`src/rtl/snake_pkg.sv`:
```
// Shared geometry, tile codes and host FSM state type for the snake/VGA tile slice.
package snake_pkg;

  localparam int unsigned TILE_SHIFT = 4;
  localparam int unsigned GRID_W     = 40;
  localparam int unsigned GRID_H     = 30;
  localparam int unsigned ADDR_W     = 11;
  localparam int unsigned DATA_W     = 4;
  localparam int unsigned NUM_TILES  = GRID_W * GRID_H;

  localparam logic [DATA_W-1:0] TILE_EMPTY = DATA_W'(0);
  localparam logic [DATA_W-1:0] TILE_SNAKE = DATA_W'(1);
  localparam logic [DATA_W-1:0] TILE_HEAD  = DATA_W'(2);
  localparam logic [DATA_W-1:0] TILE_FOOD  = DATA_W'(3);
  localparam logic [DATA_W-1:0] TILE_WALL  = DATA_W'(4);

  typedef enum logic [0:0] {
    HIdle,
    HRdWait
  } host_state_e;

endpackage

```
`src/rtl/tile_ram_arbiter_if.sv`:
```
// Host request channel and single-port tile RAM channel of the arbiter.
interface tile_ram_arbiter_if #(
  parameter int unsigned ADDR_W = snake_pkg::ADDR_W,
  parameter int unsigned DATA_W = snake_pkg::DATA_W
);
  logic              iHost_Req;
  logic              iHost_We;
  logic [ADDR_W-1:0] iHost_Addr;
  logic [DATA_W-1:0] iHost_Wdata;
  logic              oHost_Ack;
  logic [DATA_W-1:0] oHost_Rdata;
  logic              oHost_Rvalid;
  logic [ADDR_W-1:0] oRam_Addr;
  logic              oRam_We;
  logic [DATA_W-1:0] oRam_Wdata;
  logic [DATA_W-1:0] iRam_Rdata;

  // Arbiter side: serves the host, drives the RAM.
  modport slave (
    input  iHost_Req, iHost_We, iHost_Addr, iHost_Wdata, iRam_Rdata,
    output oHost_Ack, oHost_Rdata, oHost_Rvalid, oRam_Addr, oRam_We, oRam_Wdata
  );

  // Environment side: host requester plus RAM model.
  modport master (
    output iHost_Req, iHost_We, iHost_Addr, iHost_Wdata, iRam_Rdata,
    input  oHost_Ack, oHost_Rdata, oHost_Rvalid, oRam_Addr, oRam_We, oRam_Wdata
  );
endinterface

```
`src/rtl/tile_addr_calc.sv`:
```
// Combinational tile address: row * GRID_W + col, with a check against the grid size.
module tile_addr_calc #(
  parameter int unsigned GRID_W = 40,
  parameter int unsigned GRID_H = 30,
  parameter int unsigned ADDR_W = 11
) (
  input  logic [ADDR_W-1:0] row_i,
  input  logic [ADDR_W-1:0] col_i,
  output logic [ADDR_W-1:0] addr_o,
  output logic              in_range_o
);
  import snake_pkg::*;

  localparam int unsigned NumTiles = GRID_W * GRID_H;

  logic [ADDR_W-1:0] row_base;

  // Linear address; the 40-wide grid uses shift-add instead of a multiplier.
  always_comb begin
    if (GRID_W == 40) begin
      row_base = (row_i << 5) + (row_i << 3);
    end else begin
      row_base = row_i * ADDR_W'(GRID_W);
    end
    addr_o     = row_base + col_i;
    in_range_o = (32'(addr_o) < NumTiles);
  end

endmodule

```
`src/rtl/tile_ram_arbiter.sv`:
```
// Shares the single-port tile RAM between VGA tile fetch (always wins) and game host access.
module tile_ram_arbiter #(
  parameter int unsigned TILE_SHIFT      = snake_pkg::TILE_SHIFT,
  parameter int unsigned GRID_W          = snake_pkg::GRID_W,
  parameter int unsigned GRID_H          = snake_pkg::GRID_H,
  parameter int unsigned ADDR_W          = snake_pkg::ADDR_W,
  parameter int unsigned DATA_W          = snake_pkg::DATA_W,
  parameter bit          HOST_BLANK_ONLY = 1'b1
) (
  input  logic                iCLK,
  input  logic                iRST_N,
  input  logic                iVGA_Active,
  input  logic                iV_Blank,
  input  logic [9:0]          iCoord_X,
  input  logic [9:0]          iCoord_Y,
  output logic [DATA_W-1:0]   oTile,
  output logic                oTile_Valid,
  output logic                oFrame_Start,
  tile_ram_arbiter_if.slave   bus
);
  import snake_pkg::*;

  logic              vga_slot;
  logic [ADDR_W-1:0] vga_addr;
  logic              vga_in_range;
  logic [ADDR_W-1:0] host_addr;
  logic              host_in_range;
  logic              host_grant;
  logic [DATA_W-1:0] host_rd_data;

  host_state_e       state_q, state_d;
  logic [ADDR_W-1:0] ram_addr_q, ram_addr_d;
  logic              ram_we_q, ram_we_d;
  logic [DATA_W-1:0] ram_wdata_q, ram_wdata_d;
  logic              ack_q, ack_d;
  logic              rd_tag_q, rd_tag_d;
  logic              host_oor_q, host_oor_d;
  logic [DATA_W-1:0] rdata_q, rdata_d;
  logic [1:0]        vga_tag_q, vga_tag_d;
  logic [1:0]        vga_oor_q, vga_oor_d;
  logic [DATA_W-1:0] tile_q, tile_d;
  logic              tile_valid_q, tile_valid_d;
  logic              vblank_q;

  assign vga_slot = iVGA_Active && (iCoord_X[TILE_SHIFT-1:0] == '0);

  tile_addr_calc #(
    .GRID_W (GRID_W),
    .GRID_H (GRID_H),
    .ADDR_W (ADDR_W)
  ) u_vga_addr (
    .row_i      (ADDR_W'(iCoord_Y >> TILE_SHIFT)),
    .col_i      (ADDR_W'(iCoord_X >> TILE_SHIFT)),
    .addr_o     (vga_addr),
    .in_range_o (vga_in_range)
  );

  // Host addresses are already linear; row 0 turns the calculator into a pure range check.
  tile_addr_calc #(
    .GRID_W (GRID_W),
    .GRID_H (GRID_H),
    .ADDR_W (ADDR_W)
  ) u_host_addr (
    .row_i      ('0),
    .col_i      (bus.iHost_Addr),
    .addr_o     (host_addr),
    .in_range_o (host_in_range)
  );

  // ack_q blocks the cycle in which the host is still seeing the previous ack.
  assign host_grant = (state_q == HIdle) && !ack_q && bus.iHost_Req && !vga_slot &&
                      (!bus.iHost_We || !HOST_BLANK_ONLY || iV_Blank);

  // Read data is passed straight through in its return cycle so Rvalid lands one cycle
  // after the ack; out-of-range reads return zero.
  assign host_rd_data = host_oor_q ? '0 : bus.iRam_Rdata;

  // Next-state for host FSM, RAM port, read tags and tile output.
  always_comb begin
    state_d      = state_q;
    ram_addr_d   = ram_addr_q;
    ram_we_d     = 1'b0;
    ram_wdata_d  = ram_wdata_q;
    ack_d        = 1'b0;
    rd_tag_d     = 1'b0;
    host_oor_d   = host_oor_q;
    rdata_d      = rd_tag_q ? host_rd_data : rdata_q;
    vga_tag_d    = {vga_tag_q[0], vga_slot};
    vga_oor_d    = {vga_oor_q[0], !vga_in_range};
    tile_d       = tile_q;
    tile_valid_d = vga_tag_q[1];

    if (vga_tag_q[1]) begin
      tile_d = vga_oor_q[1] ? '0 : bus.iRam_Rdata;
    end

    if (vga_slot) begin
      ram_addr_d = vga_addr;
    end

    unique case (state_q)
      HIdle: begin
        if (host_grant) begin
          ram_addr_d = host_addr;
          ram_we_d   = bus.iHost_We && host_in_range;
          ack_d      = 1'b1;
          host_oor_d = !host_in_range;
          if (bus.iHost_We) begin
            ram_wdata_d = bus.iHost_Wdata;
          end else begin
            state_d = HRdWait;
          end
        end
      end
      HRdWait: begin
        rd_tag_d = 1'b1;
        state_d  = HIdle;
      end
    endcase
  end

  // State registers with asynchronous active-low reset.
  always_ff @(posedge iCLK or negedge iRST_N) begin
    if (!iRST_N) begin
      state_q      <= HIdle;
      ram_addr_q   <= '0;
      ram_we_q     <= 1'b0;
      ram_wdata_q  <= '0;
      ack_q        <= 1'b0;
      rd_tag_q     <= 1'b0;
      host_oor_q   <= 1'b0;
      rdata_q      <= '0;
      vga_tag_q    <= '0;
      vga_oor_q    <= '0;
      tile_q       <= '0;
      tile_valid_q <= 1'b0;
      vblank_q     <= 1'b0;
    end else begin
      state_q      <= state_d;
      ram_addr_q   <= ram_addr_d;
      ram_we_q     <= ram_we_d;
      ram_wdata_q  <= ram_wdata_d;
      ack_q        <= ack_d;
      rd_tag_q     <= rd_tag_d;
      host_oor_q   <= host_oor_d;
      rdata_q      <= rdata_d;
      vga_tag_q    <= vga_tag_d;
      vga_oor_q    <= vga_oor_d;
      tile_q       <= tile_d;
      tile_valid_q <= tile_valid_d;
      vblank_q     <= iV_Blank;
    end
  end

  assign bus.oRam_Addr    = ram_addr_q;
  assign bus.oRam_We      = ram_we_q;
  assign bus.oRam_Wdata   = ram_wdata_q;
  assign bus.oHost_Ack    = ack_q;
  assign bus.oHost_Rvalid = rd_tag_q;
  assign bus.oHost_Rdata  = rd_tag_q ? host_rd_data : rdata_q;
  assign oTile            = tile_q;
  assign oTile_Valid      = tile_valid_q;
  assign oFrame_Start     = iV_Blank & ~vblank_q;

endmodule

```
`src/flat_wrapper.sv`:
```
// flat-port wrapper written by rule: the top's interface ports become plain ports
module tile_ram_arbiter_flat import snake_pkg::*;
#(
  parameter int unsigned TILE_SHIFT      = snake_pkg::TILE_SHIFT,
  parameter int unsigned GRID_W          = snake_pkg::GRID_W,
  parameter int unsigned GRID_H          = snake_pkg::GRID_H,
  parameter int unsigned ADDR_W          = snake_pkg::ADDR_W,
  parameter int unsigned DATA_W          = snake_pkg::DATA_W,
  parameter bit          HOST_BLANK_ONLY = 1'b1
)
  (iCLK, iRST_N, iVGA_Active, iV_Blank, iCoord_X, iCoord_Y, oTile, oTile_Valid, oFrame_Start, bus_iHost_Req, bus_iHost_We, bus_iHost_Addr, bus_iHost_Wdata, bus_iRam_Rdata, bus_oHost_Ack, bus_oHost_Rdata, bus_oHost_Rvalid, bus_oRam_Addr, bus_oRam_We, bus_oRam_Wdata);
  tile_ram_arbiter_if #(.ADDR_W(ADDR_W), .DATA_W(DATA_W)) bus_i ();
  input  logic iCLK;
  input  logic iRST_N;
  input  logic iVGA_Active;
  input  logic iV_Blank;
  input  logic [9:0] iCoord_X;
  input  logic [9:0] iCoord_Y;
  output logic [DATA_W-1:0] oTile;
  output logic oTile_Valid;
  output logic oFrame_Start;
  input wire logic [$bits(bus_i.iHost_Req)-1:0] bus_iHost_Req;
  input wire logic [$bits(bus_i.iHost_We)-1:0] bus_iHost_We;
  input wire logic [$bits(bus_i.iHost_Addr)-1:0] bus_iHost_Addr;
  input wire logic [$bits(bus_i.iHost_Wdata)-1:0] bus_iHost_Wdata;
  input wire logic [$bits(bus_i.iRam_Rdata)-1:0] bus_iRam_Rdata;
  output wire logic [$bits(bus_i.oHost_Ack)-1:0] bus_oHost_Ack;
  output wire logic [$bits(bus_i.oHost_Rdata)-1:0] bus_oHost_Rdata;
  output wire logic [$bits(bus_i.oHost_Rvalid)-1:0] bus_oHost_Rvalid;
  output wire logic [$bits(bus_i.oRam_Addr)-1:0] bus_oRam_Addr;
  output wire logic [$bits(bus_i.oRam_We)-1:0] bus_oRam_We;
  output wire logic [$bits(bus_i.oRam_Wdata)-1:0] bus_oRam_Wdata;
  assign bus_i.iHost_Req = bus_iHost_Req;
  assign bus_i.iHost_We = bus_iHost_We;
  assign bus_i.iHost_Addr = bus_iHost_Addr;
  assign bus_i.iHost_Wdata = bus_iHost_Wdata;
  assign bus_i.iRam_Rdata = bus_iRam_Rdata;
  assign bus_oHost_Ack = bus_i.oHost_Ack;
  assign bus_oHost_Rdata = bus_i.oHost_Rdata;
  assign bus_oHost_Rvalid = bus_i.oHost_Rvalid;
  assign bus_oRam_Addr = bus_i.oRam_Addr;
  assign bus_oRam_We = bus_i.oRam_We;
  assign bus_oRam_Wdata = bus_i.oRam_Wdata;
  tile_ram_arbiter #(.TILE_SHIFT(TILE_SHIFT), .GRID_W(GRID_W), .GRID_H(GRID_H), .ADDR_W(ADDR_W), .DATA_W(DATA_W), .HOST_BLANK_ONLY(HOST_BLANK_ONLY)) u_core (.iCLK(iCLK), .iRST_N(iRST_N), .iVGA_Active(iVGA_Active), .iV_Blank(iV_Blank), .iCoord_X(iCoord_X), .iCoord_Y(iCoord_Y), .oTile(oTile), .oTile_Valid(oTile_Valid), .oFrame_Start(oFrame_Start), .bus(bus_i));
endmodule
```
`config.mk`:
```
export PLATFORM = sky130hd
export DESIGN_NAME = tile_ram_arbiter_flat
export DESIGN_NICKNAME = d
export VERILOG_FILES = /design/src/rtl/snake_pkg.sv /design/src/rtl/tile_ram_arbiter_if.sv /design/src/rtl/tile_addr_calc.sv /design/src/rtl/tile_ram_arbiter.sv /design/src/flat_wrapper.sv
export SDC_FILE = /design/constraint.sdc
export NUM_CORES = 1
export LEC_CHECK = 0
export ABC_AREA = 1
export BUFFER_PORTS_ARGS = -buffer_cell sky130_fd_sc_hd__clkbuf_2
export CAP_MARGIN = 20
export CORE_MARGIN = 5
export CORE_UTILIZATION = 48
export CTS_CLUSTER_DIAMETER = 40
export DETAILED_ROUTE_END_ITERATION = 7
export HOLD_SLACK_MARGIN = 0.08
export PLACE_DENSITY_LB_ADDON = 0.08
export SETUP_SLACK_MARGIN = 0.5
export SLEW_MARGIN = 20
export SYNTH_ARGS = -nofsm -noshare
export SYNTH_HDL_FRONTEND = slang
export SYNTH_SLANG_ARGS = --single-unit
```
`constraint.sdc`:
```
create_clock -name iCLK -period 1.4 [get_ports iCLK]
set_input_delay 0.07 -clock iCLK [delete_from_list [all_inputs] [get_ports iCLK]]
set_output_delay 0.07 -clock iCLK [all_outputs]
set_load 0.02 [all_outputs]
```
==> metrics.md <==
| Metric | Value |
|---|---|
| Ranking of synthesized cells by area | `dfrtp_1, nand2_1, inv_1, ha_1, o21ai_0` |
| Clock-pin transition on the worst setup and hold timing paths | `approximately 0.080 ns` |
| Synthesized netlist cell count | `approximately 210` |
| Clk sinks | `34` |
| Static leakage | `roughly 1.7 nW` |
| Die width | `between 70 and 80 um` |
| Dpl hpwl | `~3200 um` |
| Compound-Gate Fraction of Synth Area | `about 13%` |
| Std-Cell Rows | `22` |
| Synthesized cell area | `1760 um2` |
| First-pass GRT wire length | `a little over 9000 um` |
| Worst path max stage delay | `0.45 ns` |
| Worst min path class | `input port to flop` |
| Fmax | `610 MHz` |
| Setup TNS Final | `-0.969 ns` |
| Overall power | `4.10 mW` |
| Kind of critical path | `input port to flop` |
| Die span in y | `around 70 um` |
| Placed Cells | `337` |
| Worst vdd ir | `a little under 800 uV` |
| H-tree Lvls | `2` |
| Global Route met2 Usage | `between 40% and 50%` |
| GR Util met3 | `under 10%` |
| Initial DRC Count | `roughly 190` |
| Vias in the first global route | `1937` |
| CTS tree | `yes` |
| Crit share post-route | `117%` |
| Largest family of logic cells by synthesized area | `simple AND/OR/NAND/NOR gates` |
| Area grow syn2layout | `95.3%` |
| Root Buffer | `clkbuf_8` |
| PwrDens | `between 1000 and 1500 nW/um2` |
| Failing checks | `negative setup slack` |
| Slew at the pin closest to its max-slew limit | `slightly above 0.6 ns` |
| Grt met1 use | `~28%` |
| Starting Density | `about 49%` |
| Run status | `complete, but fails checks` |
| Post-synth EDFFs | `0` |
| Synth Flop Type | `dfrtp_1` |
| Area taken by multi-input logic gates | `between 1000 and 1500 um2` |
| Post-DRT Antenna Nets | `0` |
| DR vias/cell | `roughly 5.8` |
| Highest-delay cell along the critical path | `fa_2` |
| GP Congestion | `0.790` |
| Crit path max fanout | `2` |
| RSZ-0062 raised after global routing | `true` |
| Filler cells | `84` |
| Nets | `400` |
| Post-Syn Nets | `267` |
| Max Cap Violations | `0` |
| Worst Path Required | `1.58 ns` |
| Skew final | `just under 0.01 ns` |
| Library cells used by synthesis | `23` |
| Commonest non-fill, non-tap cell in the layout | `clkbuf_2` |
| Per-cell routed wire length | `roughly 22 um` |
| Clock Tree Buf Depth | `2` |
| CP delay by family, top | `adder cells` |
| Total grt overflow | `0` |
| Register area share after synthesis | `around half` |
| CP Launch Type | `input port` |
| Syn Area/Cell | `8.44 um2` |
| WP buf/inv | `2` |
| Multiplexer share of the synthesized area | `0%` |
| Post-synth top area share | `roughly half` |
| Final WL | `8790 um` |
| Adder-Cell Fraction of Synth Area | `10.1%` |
| Placed inst area | `approximately 2300 um2` |
| Simple-gate share of the synthesized area | `between 15 and 20%` |
| Ports | `73` |
| Critical-path cell list | `buf_6 -> inv_2 -> fa_2 -> fa_2 -> xor2_1 -> nand2_1 -> nand3_1 -> nand2_1 -> nor2_1 -> nor2_1` |
| Max_slew headroom | `slightly below 60%` |
| Final setup viols | `10` |
| CTS Buf Count | `5` |
| DR pass1 iterations | `5` |
| Cell taking the most area after synthesis | `dfrtp_1` |
| Die footprint | `about 5000 um2` |
| DRC viols | `0` |
| Total GRT Usage | `22.9%` |
| Final hold vios | `0` |
| I/O Buffers | `68` |
| Layout cell share with drive strength beyond 1 | `a little over half` |
| Max-slew violations | `0` |
| Clock Latency Late Sink | `between 0.2 and 0.3 ns` |
| GRT busiest layer | `met2` |
| Fin area | `around 3400 um2` |
| Tmin final | `between 1.5 and 2 ns` |
| Via count | `roughly 2300` |
| Synth async-reset ratio | `100%` |
| Setup ws final | `-0.240 ns` |
| Most frequent cells in the layout | `clkbuf_2, nand2_1, dfrtp_1, inv_1, buf_6` |
| Post-synthesis xor/xnor area fraction | `less than 1%` |
| Register area | `approximately 850 um2` |
| Seq cells post-synth | `34` |
| Core Region | `approximately 3600 um2` |
| Data arrival, critical path | `1.81 ns` |
| Non-filler cells, final | `about 400` |
| CP endpoint kind | `flop` |
| Yosys warns | `0` |
| Largest net degree at the start of global routing | `18` |
| Initial antenna violation count | `1` |
==> synthesized netlist by cell type (2+ instances only) <==
cell	n
nand2_1	46
inv_1	39
dfrtp_1	34
nor2_1	18
o21ai_0	17
ha_1	11
a21oi_1	9
o22ai_1	9
nand3_1	8
buf_4	2
fa_1	2
nand4_1	2
xor2_1	2
==> sequential cells by signal, summed over array words and instances, names as in the netlist <==
name,flops
u_core.bus.oRam_Wdata,4
u_core.bus.oRam_We,1
u_core.oTile,4
u_core.bus.oHost_Ack,1
u_core.rdata_q,4
u_core.vga_tag_q,2
u_core.host_oor_q,1
u_core.state_q,1
u_core.bus.oHost_Rvalid,1
u_core.vblank_q,1
u_core.bus.oRam_Addr,11
u_core.vga_oor_q,2
u_core.oTile_Valid,1
==> worst paths after layout <==
| path | depth (start not counted) | slack [ns] | end | from |
|---|---|---|---|---|
| max in group asynchronous | 3 | 0.61 | u_core.bus.oRam_Addr[10] | iRST_N |
| worst min-delay path | 3 | 0.07 | u_core.bus.oRam_Addr[5] | bus_iHost_Addr[5] |
| min in group asynchronous | 2 | 0.26 | u_core.vblank_q | iRST_N |
| worst max-delay path | 10 | -0.24 | u_core.vga_oor_q[0] | iCoord_X[9] |
| worst max register to register | 7 | -0.07 | u_core.bus.oRam_Wdata[3] | u_core.bus.oHost_Ack |
| worst min register to register | 0 | 0.36 | u_core.vga_tag_q[1] | u_core.vga_tag_q[0] |
==> per-layer routing <==
metal,up-vias,wire length [um]
li1,935,-
met1,1070,2900
met2,206,4480
met3,65,792
met4,0,620
met5,-,0
==> power by group <==
part / switching, mW / leakage [nW] / internal [mW]
clock: 0.400 / 0.0472 / 0.396
combinational: 0.996 / 1.25 / 0.989
sequential: 0.150 / 0.416 / 1.17
total: 1.55 / 1.71 / 2.55
==> tightest hold or removal path, stage by stage <==
cell and delay, ns:
clkbuf_2 0.08, inv_1 0.09, a22oi_2 0.08
==> timing repair <==
action,CTS,global route
cloned,2,1
hold buffers,18,0
endpoints found under the hold margin,38,0
setup buffers,11,14
setup endpoints to repair,36,52
pin swaps,18,21
gates resized for setup,68,98
==> area by class of cell <==
cell class / instances / area share (%)
Tap cell: 48 / 1.74
Antenna cell: 1 / 0.0726
Sequential cell: 34 / 24.8
Multi-Input combinational cell: 134 / 31.7
Timing Repair Buffer: 128 / 33.9
Inverter: 39 / 5.01
Clock buffer: 6 / 2.40
Clock inverter: 2 / 0.363
==> cell families (layout without fill, tap and decap cells) <==
family | Yosys count | count (layout)
adders and majority gates | 13 | 13
and+or+nand+nor | 77 | 79
DFF | 34 | 34
AOI/OAI and AO/OA | 40 | 40
xor gates and xnor gates | 2 | 2
other | 0 | 1
buffers and inverters | 43 | 175
==> stage by stage <==
stage / hold WS, ns / util [%] / setup WS, ns
after CTS: 0.0903 / 83.6 / -0.142
after global placement: 0.0186 / 64.9 / -0.433
after global routing: 0.0611 / 95.6 / -0.326
after floorplan: -0.226 / - / -0.193
after detailed placement: 0.0159 / 64.9 / -0.452
final: 0.0748 / 95.6 / -0.240
Power figures use the tool's default switching activity.
